`src/rtl/sqrt_rom_ctrl.sv`:
```
// Range-reducing driver and rescaler for a 256x16 registered sqrt ROM (sqrt(x)*2^11.5).
// Optional build macro SQRT_ROUND_EN selects round-to-nearest ROM indexing instead of truncation.
module sqrt_rom_ctrl #(
    parameter  int unsigned W_DIN  = 32,
    parameter  int unsigned W_ROM  = 16,
    parameter  int unsigned W_ADDR = 8,
    localparam int unsigned W_DOUT = W_ROM + (W_DIN - 8) / 2
) (
    input  logic              clk,
    input  logic              rst,
    input  logic [W_DIN-1:0]  din,
    input  logic              din_valid,
    output logic              din_ready,
    output logic              rom_ena,
    output logic [W_ADDR-1:0] rom_addr,
    input  logic [W_ROM-1:0]  rom_data,
    output logic [W_DOUT-1:0] dout,
    output logic              dout_valid,
    input  logic              dout_ready
);

    localparam int unsigned H_MAX = (W_DIN - 8) / 2;
    localparam int unsigned W_H   = (H_MAX > 0) ? $clog2(H_MAX + 1) : 1;

    logic              adv;
    logic              found;
    logic [W_H-1:0]    h_d;
    logic [W_H:0]      sh_amt;
    logic [W_ADDR-1:0] idx_trunc;
    logic [W_ADDR-1:0] idx_d;

    logic              s1_valid_q;
    logic [W_ADDR-1:0] s1_idx_q;
    logic [W_H-1:0]    s1_h_q;
    logic              s2_valid_q;
    logic [W_H-1:0]    s2_h_q;
    logic              s3_valid_q;
    logic [W_DOUT-1:0] s3_dout_q;

`ifdef SQRT_ROUND_EN
    logic              rbit;
    logic [W_ADDR:0]   idx_sum;
`endif

    assign adv       = !s3_valid_q || dout_ready;
    assign din_ready = adv;
    // ROM only reads when S1 moves into S2; otherwise it holds the word S2 is waiting on.
    assign rom_ena   = adv && s1_valid_q;
    assign rom_addr  = s1_idx_q;
    assign dout      = s3_dout_q;
    assign dout_valid = s3_valid_q;

    // Smallest even shift that brings the operand under 2^W_ADDR.
    always_comb begin
        h_d   = '0;
        found = 1'b0;
        for (int unsigned k = 0; k <= H_MAX; k++) begin
            if (!found && (((din >> (2 * k)) >> W_ADDR) == W_DIN'(0))) begin
                h_d   = W_H'(k);
                found = 1'b1;
            end
        end
        sh_amt    = {h_d, 1'b0};
        idx_trunc = W_ADDR'(din >> sh_amt);
`ifdef SQRT_ROUND_EN
        rbit    = (sh_amt != '0) ? |(din & (W_DIN'(1) << (sh_amt - 1'b1))) : 1'b0;
        idx_sum = {1'b0, idx_trunc} + (W_ADDR + 1)'(rbit);
        idx_d   = idx_sum[W_ADDR] ? '1 : idx_sum[W_ADDR-1:0];
`else
        idx_d   = idx_trunc;
`endif
    end

    always_ff @(posedge clk or negedge rst) begin
        if (!rst) begin
            s1_valid_q <= 1'b0;
            s1_idx_q   <= '0;
            s1_h_q     <= '0;
            s2_valid_q <= 1'b0;
            s2_h_q     <= '0;
            s3_valid_q <= 1'b0;
            s3_dout_q  <= '0;
        end else if (adv) begin
            s1_valid_q <= din_valid;
            if (din_valid) begin
                s1_idx_q <= idx_d;
                s1_h_q   <= h_d;
            end
            s2_valid_q <= s1_valid_q;
            s2_h_q     <= s1_h_q;
            s3_valid_q <= s2_valid_q;
            s3_dout_q  <= W_DOUT'(rom_data) << s2_h_q;
        end
    end

endmodule

```
`config.mk`:
```
export PLATFORM = sky130hd
export DESIGN_NAME = sqrt_rom_ctrl
export DESIGN_NICKNAME = d
export VERILOG_FILES = /design/src/rtl/sqrt_rom_ctrl.sv
export SDC_FILE = /design/constraint.sdc
export NUM_CORES = 1
export LEC_CHECK = 0
export CORE_MARGIN = 1.5
export CORE_UTILIZATION = 44
export CTS_CLUSTER_DIAMETER = 150
export DETAILED_ROUTE_END_ITERATION = 10
export PLACE_DENSITY = 0.77
export SETUP_SLACK_MARGIN = 0.2
export SYNTH_ARGS = -nofsm -noshare
export SYNTH_HDL_FRONTEND = slang
export SYNTH_SLANG_ARGS = --single-unit
```
`constraint.sdc`:
```
create_clock -name clk -period 2.5 [get_ports clk]
set_clock_uncertainty 0.2 [all_clocks]
set_input_delay 0.5 -clock clk [delete_from_list [all_inputs] [get_ports clk]]
set_output_delay 0.5 -clock clk [all_outputs]
set_load 0.01 [all_outputs]
```
==> results of run 1 <==
-- power by group through the flow --
stage	clock network (W)	registers, W	logic, W
after global placement	0	0.00120	0.00199
after detailed placement	0	0.00122	0.00201
after global routing	0.000602	0.00124	0.00230
final	0.000559	0.00120	0.00215
after CTS	0.000565	0.00120	0.00209
after floorplan	0	0.00127	0.000912
-- cell families (layout without fill, tap and decap cells) --
logic type	Yosys count	in the layout	share of synthesized area, %
buf+inv	30	205	4.261
mux	66	66	20.41
compound gates	104	104	19.75
simple gates	156	156	20.75
flops	47	47	34.83
-- flip-flops by register name (all words and copies together) (netlist names) --
name        count
dout           28
dout_valid      1
rom_addr        8
s1_h_q          4
s1_valid_q      1
s2_h_q          4
s2_valid_q      1
-- path summary, 6_finish.rpt --
| check | start | to | slack, ps | cells after the start |
|---|---|---|---|---|
| hold / removal | rst | dout[3] | 80 | 2 |
| max in group asynchronous | rst | s1_h_q[0] | 1590 | 2 |
| setup / recovery | din[27] | rom_addr[0] | -300 | 9 |
| setup reg to reg | s2_h_q[0] | dout[15] | 120 | 8 |
| hold reg to reg | dout[19] | dout[19] | 280 | 2 |
| min in group clk | dout[19] | dout[19] | 280 | 2 |
-- through the flow --
| stage | setup slack, ps | hold WS [ps] |
|---|---|---|
| after floorplan | -342.9 | 4.409 |
| after global placement | -970.8 | 248.6 |
| after detailed placement | -1106 | 255.8 |
| after CTS | -252.0 | 107.5 |
| after global routing | -271.9 | 144.6 |
| final | -296.9 | 78.48 |
-- layout by cell type, fill, tap and decap left out, drive strengths merged, types with 4 or more instances in the layout --
cell type,n
o221ai,4
nor4,5
clkdlybuf4s50,68
mux2,13
dlygate4sd2,6
nor2,51
buf,108
o21ai,26
nand2b,5
mux2i,52
dfrtp,47
o22ai,4
nand2,72
a211oi,8
o31ai,8
clkbuf,11
nor3,7
a21oi,28
a31oi,6
-- final cells by class --
type | instances | area (µm²)
clock inverters | 2 | 37.54
inverters | 3 | 11.26
fillers | 529 | 1784
flip-flops and latches | 47 | 1176
multi-input cells | 326 | 2330
well taps | 99 | 123.9
clock buffers | 5 | 68.82
repair buffers | 195 | 1799
-- critical path, stage by stage --
cell	delay, ps
buf_6	90
or4_4	560
buf_6	150
nor4b_4	360
a21oi_4	120
mux4_2	450
a211oi_2	250
a211oi_1	90
a211o_1	240
-- routing by layer --
| metal | part of all wire [%] | vias up | global-route usage, % | wire length (µm) |
|---|---|---|---|---|
| li1 | - | 1806 | - | - |
| met5 | 0 | - | 0 | 0 |
| met3 | 8.1 | 53 | 4.630 | 1041 |
| met2 | 48 | 223 | 53.01 | 6180 |
| met4 | 4.3 | 0 | 12.43 | 561 |
| met1 | 40 | 1864 | 40.07 | 5118 |
-- what timing repair did --
action,4_1_cts,5_1_grt
gates resized for setup,83,38
pin swaps,38,17
hold buffers,0,0
cloned,3,0
buffers inserted,17,6
setup endpoints to repair,17,25
==> impl_metrics.env, run 1 <==
export IMPL_fp_dieH_um=90.61
export IMPL_n_antenna_cell=0
export IMPL_setup_violations=8
export IMPL_rsz0062_at_grt="yes"
export IMPL_violations="negative setup slack"
export IMPL_synth_ff_type="dfrtp_1"
export IMPL_cp_max_fo=2
export IMPL_place_area_mm2=0.004872
export IMPL_cts_sinks=47
export IMPL_fin_crit_sh_pct=111.9
export IMPL_numCtsBuffers=5
export IMPL_finalNonFillerCells=677
export IMPL_min_period_ps=2797
export IMPL_htreeDepth=2
export IMPL_worst_setup_path_start_kind="primary input"
export IMPL_nets=630
export IMPL_wire_per_inst_um=19.06
export IMPL_worstPathRequired_ps=2500
export IMPL_place_congestion=0.9487
export IMPL_slew_headroom_pct=59.33
export IMPL_final_setup_tns_ps=-1619
export IMPL_ys_seq_area_share_pct=34.83
export IMPL_dr_pass1_iters=5
export IMPL_max_cap_violations=0
export IMPL_switching_share_pct=38.82
export IMPL_netlist_top_cells_count="72 x nand2_1, 52 x mux2i_1, 51 x nor2_1, 47 x dfrtp_1, 27 x a21oi_1"
export IMPL_power_density_mw_per_mm2=705.1
export IMPL_synthCells=403
export IMPL_routed_wl_um=12900
export IMPL_antenna_found_initial=0
export IMPL_drt_antenna_violating_nets=0
export IMPL_power_frac_clock_pct=14.3
export IMPL_yosys_area_top_type="dfrtp_1"
export IMPL_synth_seq_cells=47
export IMPL_avgSynthCellArea_um2=8.380
export IMPL_place_hpwl_um=9244
export IMPL_fp_dieW_um=90.61
export IMPL_synthTopCellsByArea="dfrtp_1 35%, mux2i_1 15%, nand2_1 8.0%"
export IMPL_layout_setup_ws_ps=-296.9
export IMPL_endpoint_kind="register"
export IMPL_drive_above_1_share_pct=31.83
export IMPL_postLayoutCellArea_mm2=0.005547
export IMPL_grt_use_total_pct=31.35
export IMPL_port_buffers=90
export IMPL_core_rowCount=31
export IMPL_yosysUniqueCellTypes=49
export IMPL_netlist_area_mm2=0.003377
export IMPL_postLayoutCoreUtil_pct=75.66
export IMPL_combPwrFrac_pct=54.9
export IMPL_area_growth_syn_to_layout_pct=64.25
export IMPL_holdCritPathClass="in2async"
export IMPL_timing_hold_violations_final=0
export IMPL_yosys_warnings=0
export IMPL_grt_max_degree=48
export IMPL_dp_cells=644
export IMPL_critPathArrivalTime_ps=2790
export IMPL_grt_overflow_total=0
export IMPL_synth_most_common_cell="nand2_1"
export IMPL_seq_power_share_pct=30.8
export IMPL_synth_fp_nets=455
export IMPL_cts_buffer_depth=2
export IMPL_tritoncts="yes"
export IMPL_via_per_inst=5.829
export IMPL_initial_core_util_pct=46.07
export IMPL_drtIter0Drc=264
export IMPL_grt_pass1_wl_um=20480
export IMPL_p_switching_w=0.001518
export IMPL_ir_drop_mv=0.3764
export IMPL_maxSlewViolCount=0
export IMPL_core_area_mm2=0.007331
export IMPL_clkSlewWorstSetupHoldPaths_ps=100
export IMPL_crit_type="in2reg"
export IMPL_clk_latency_ps=300
export IMPL_p_total_w=0.003911
export IMPL_synth_edf_count=0
export IMPL_fp_dieArea_mm2=0.008209
export IMPL_design_portCount=91
export IMPL_vias=3946
export IMPL_p_leak_nw=2.460
export IMPL_drc_errors=0
export IMPL_root_buffer="clkbuf_8"
export IMPL_fmax_mhz=357.5
export IMPL_worstMarginPinSlew_ps=610.1
export IMPL_yosysTopAreaCellShare_pct=34.83
export IMPL_async_flop_share_pct=100.0
export IMPL_grt_pass1_vias=3949
export IMPL_status="complete, but fails checks"
export IMPL_p_int_w=0.002392
Power figures use the tool's default switching activity.
==> run 2: changes to the inputs <==
- CORE_UTILIZATION: 44 -> 46
- CTS_BUF_LIST: unset -> sky130_fd_sc_hd__clkbuf_4
- PLACE_DENSITY: 0.77 -> 0.9
==> impl_metrics.env, run 2 (synthesized netlist as in run 1, its figures left out) <==
export IMPL_min_period_ps=2738
export IMPL_p_leak_nw=2.412
export IMPL_via_per_inst=5.715
export IMPL_worstMarginPinSlew_ps=641.6
export IMPL_cpPeakStageDelay_ps=550
export IMPL_rr_startpoint="s2_h_q[0]"
export IMPL_crit_chain="buf_6, or4_4, nor4_4, o21a_1, a21o_1, buf_12, buf_8, buf_6, mux2i_2, mux2i_1, a221oi_2, a211oi_1"
export IMPL_nets=627
export IMPL_n_antenna_cell=0
export IMPL_startpoint="din[27]"
export IMPL_crit_top_cell="buf_6"
export IMPL_status="complete, but fails checks"
export IMPL_cp_max_fo=6
export IMPL_pre_cts_ws_ps=-999.7
export IMPL_crit_type="in2reg"
export IMPL_cts_sinks=47
export IMPL_grt_pass1_wl_um=18070
export IMPL_drive_above_1_share_pct=31.13
export IMPL_violations="negative setup slack"
export IMPL_power_density_mw_per_mm2=666.8
export IMPL_htreeDepth=2
export IMPL_r2r_setup_slack_ps=330
export IMPL_area_growth_syn_to_layout_pct=61.65
export IMPL_clk_latency_ps=350
export IMPL_worst_setup_path_start_kind="primary input"
export IMPL_port_buffers=90
export IMPL_vias=3852
export IMPL_clkSlewWorstSetupHoldPaths_ps=130
export IMPL_layout_commonest_cell="buf_4"
export IMPL_endpoint_kind="register"
export IMPL_fp_dieW_um=88.68
export IMPL_r2r_end="dout[21]"
export IMPL_place_hpwl_um=8878
export IMPL_drc_errors=0
export IMPL_hold_depth=1
export IMPL_core_rowCount=31
export IMPL_max_cap_violations=0
export IMPL_drt_antenna_violating_nets=0
export IMPL_design_portCount=91
export IMPL_cts_buffer_depth=2
export IMPL_timing_hold_violations_final=0
export IMPL_fp_dieArea_mm2=0.007864
export IMPL_dr_pass1_iters=5
export IMPL_fmax_mhz=365.2
export IMPL_grt_max_degree=40
export IMPL_reg2reg_depth=6
export IMPL_final_cell_mix="87 x buf_4, 70 x nand2_1, 68 x clkdlybuf4s50_1"
export IMPL_core_area_mm2=0.007176
export IMPL_fp_dieH_um=88.68
export IMPL_fin_crit_sh_pct=109.5
export IMPL_antenna_found_initial=0
export IMPL_worstPathRequired_ps=2550
export IMPL_slew_headroom_pct=57.23
export IMPL_grt_overflow_total=0
export IMPL_worstSetupEndpoint="rom_addr[2]"
export IMPL_initial_core_util_pct=47.06
export IMPL_layout_setup_ws_ps=-238.3
export IMPL_rsz0062_at_grt="yes"
export IMPL_critPathArrivalTime_ps=2790
export IMPL_numCtsBuffers=5
export IMPL_tritoncts="yes"
export IMPL_maxSlewViolCount=0
export IMPL_routed_wl_um=11830
export IMPL_critical_path_depth=12
export IMPL_critPathBufInv=4
export IMPL_wire_per_inst_um=17.55
export IMPL_largest_register_ffs=28
export IMPL_root_buffer="clkbuf_4"
export IMPL_drtIter0Drc=262
export IMPL_grt_pass1_vias=3697
export IMPL_critPathSlowestCell="or4_4"
export IMPL_setup_violations=8
export IMPL_cp_top_family="compound AO/OA/AOI/OAI gates"
export IMPL_holdCritPathClass="reg2reg"
export IMPL_holdCritStartpoint="s2_valid_q"
export IMPL_ir_drop_mv=0.3104
export IMPL_place_congestion=1.004
export IMPL_postLayoutCoreUtil_pct=76.08
export IMPL_grt_use_total_pct=29.88
run 2: power breakdown:
part           total (W)  leakage, nW  switching, W  internal (W)
Sequential       0.00119        0.571      0.000174       0.00102
Clock           0.000334       0.0310      0.000229      0.000105
Combinational    0.00211         1.81       0.00106       0.00106
run 2: worst register-to-register path, stage by stage (launching register included):
cell and delay [ps]:
dfrtp_2 500, buf_12 170, mux2i_1 280, a21oi_1 140, mux2_2 310, a221oi_1 380
nor2_1 80
run 2: worst min-delay path by stage:
| stage | to | slack [ps] |
|---|---|---|
| detailed placement | s1_valid_q | 260 |
| finish | dout_valid | 270 |
| CTS | dout_valid | 270 |
| global placement | dout_valid | 250 |
| global route | dout_valid | 290 |
| floorplan | dout[0] | 4 |
run 2: cell type report:
cell class	instances	area [µm²]
clock buffer	5	37.54
clock inverter	2	13.76
fill	482	1717
inverter	3	11.26
multi-input combinational	326	2351
sequential	47	1177
tap	99	123.9
timing repair buffer	192	1744
run 2: metal layers:
layer	vias up	GRT usage, %	part of all wire [%]
li1	1800	-	-
met5	-	0	0
met3	32	2.985	6.9
met4	0	11.93	3.7
met1	1792	36.41	39
met2	228	53.93	51
run 2: stage by stage:
step / TNS [ps] / power [W] / instance area (µm²) / hold WS (ps) / cells
2_1_floorplan: -2202 / 0.002184 / 3383 / 4.409 / 403
3_3_place_gp: -6972 / 0.003133 / 4927 / 245.5 / 648
3_5_place_dp: -8305 / 0.003197 / 4927 / 258.1 / 648
4_1_cts: -1315 / 0.003575 / 5240 / 268.4 / 669
5_1_grt: -1923 / 0.003879 / 5459 / 288.1 / 674
6_report: -1331 / 0.003640 / 5459 / 268.0 / 674
run 2: what timing repair did:
action | 4_1_cts | 5_1_grt
setup endpoints to repair | 13 | 16
resized for setup | 72 | 45
buffers inserted | 13 | 5
pin swaps | 27 | 25
hold buffers | 1 | 0
endpoints found under the hold margin | 27 | 0
==> run 3: changes to the inputs <==
- SLEW_MARGIN: unset -> 10
==> results of run 3 <==
No change in the layout: final DEF, timing and power equal those of run 2.
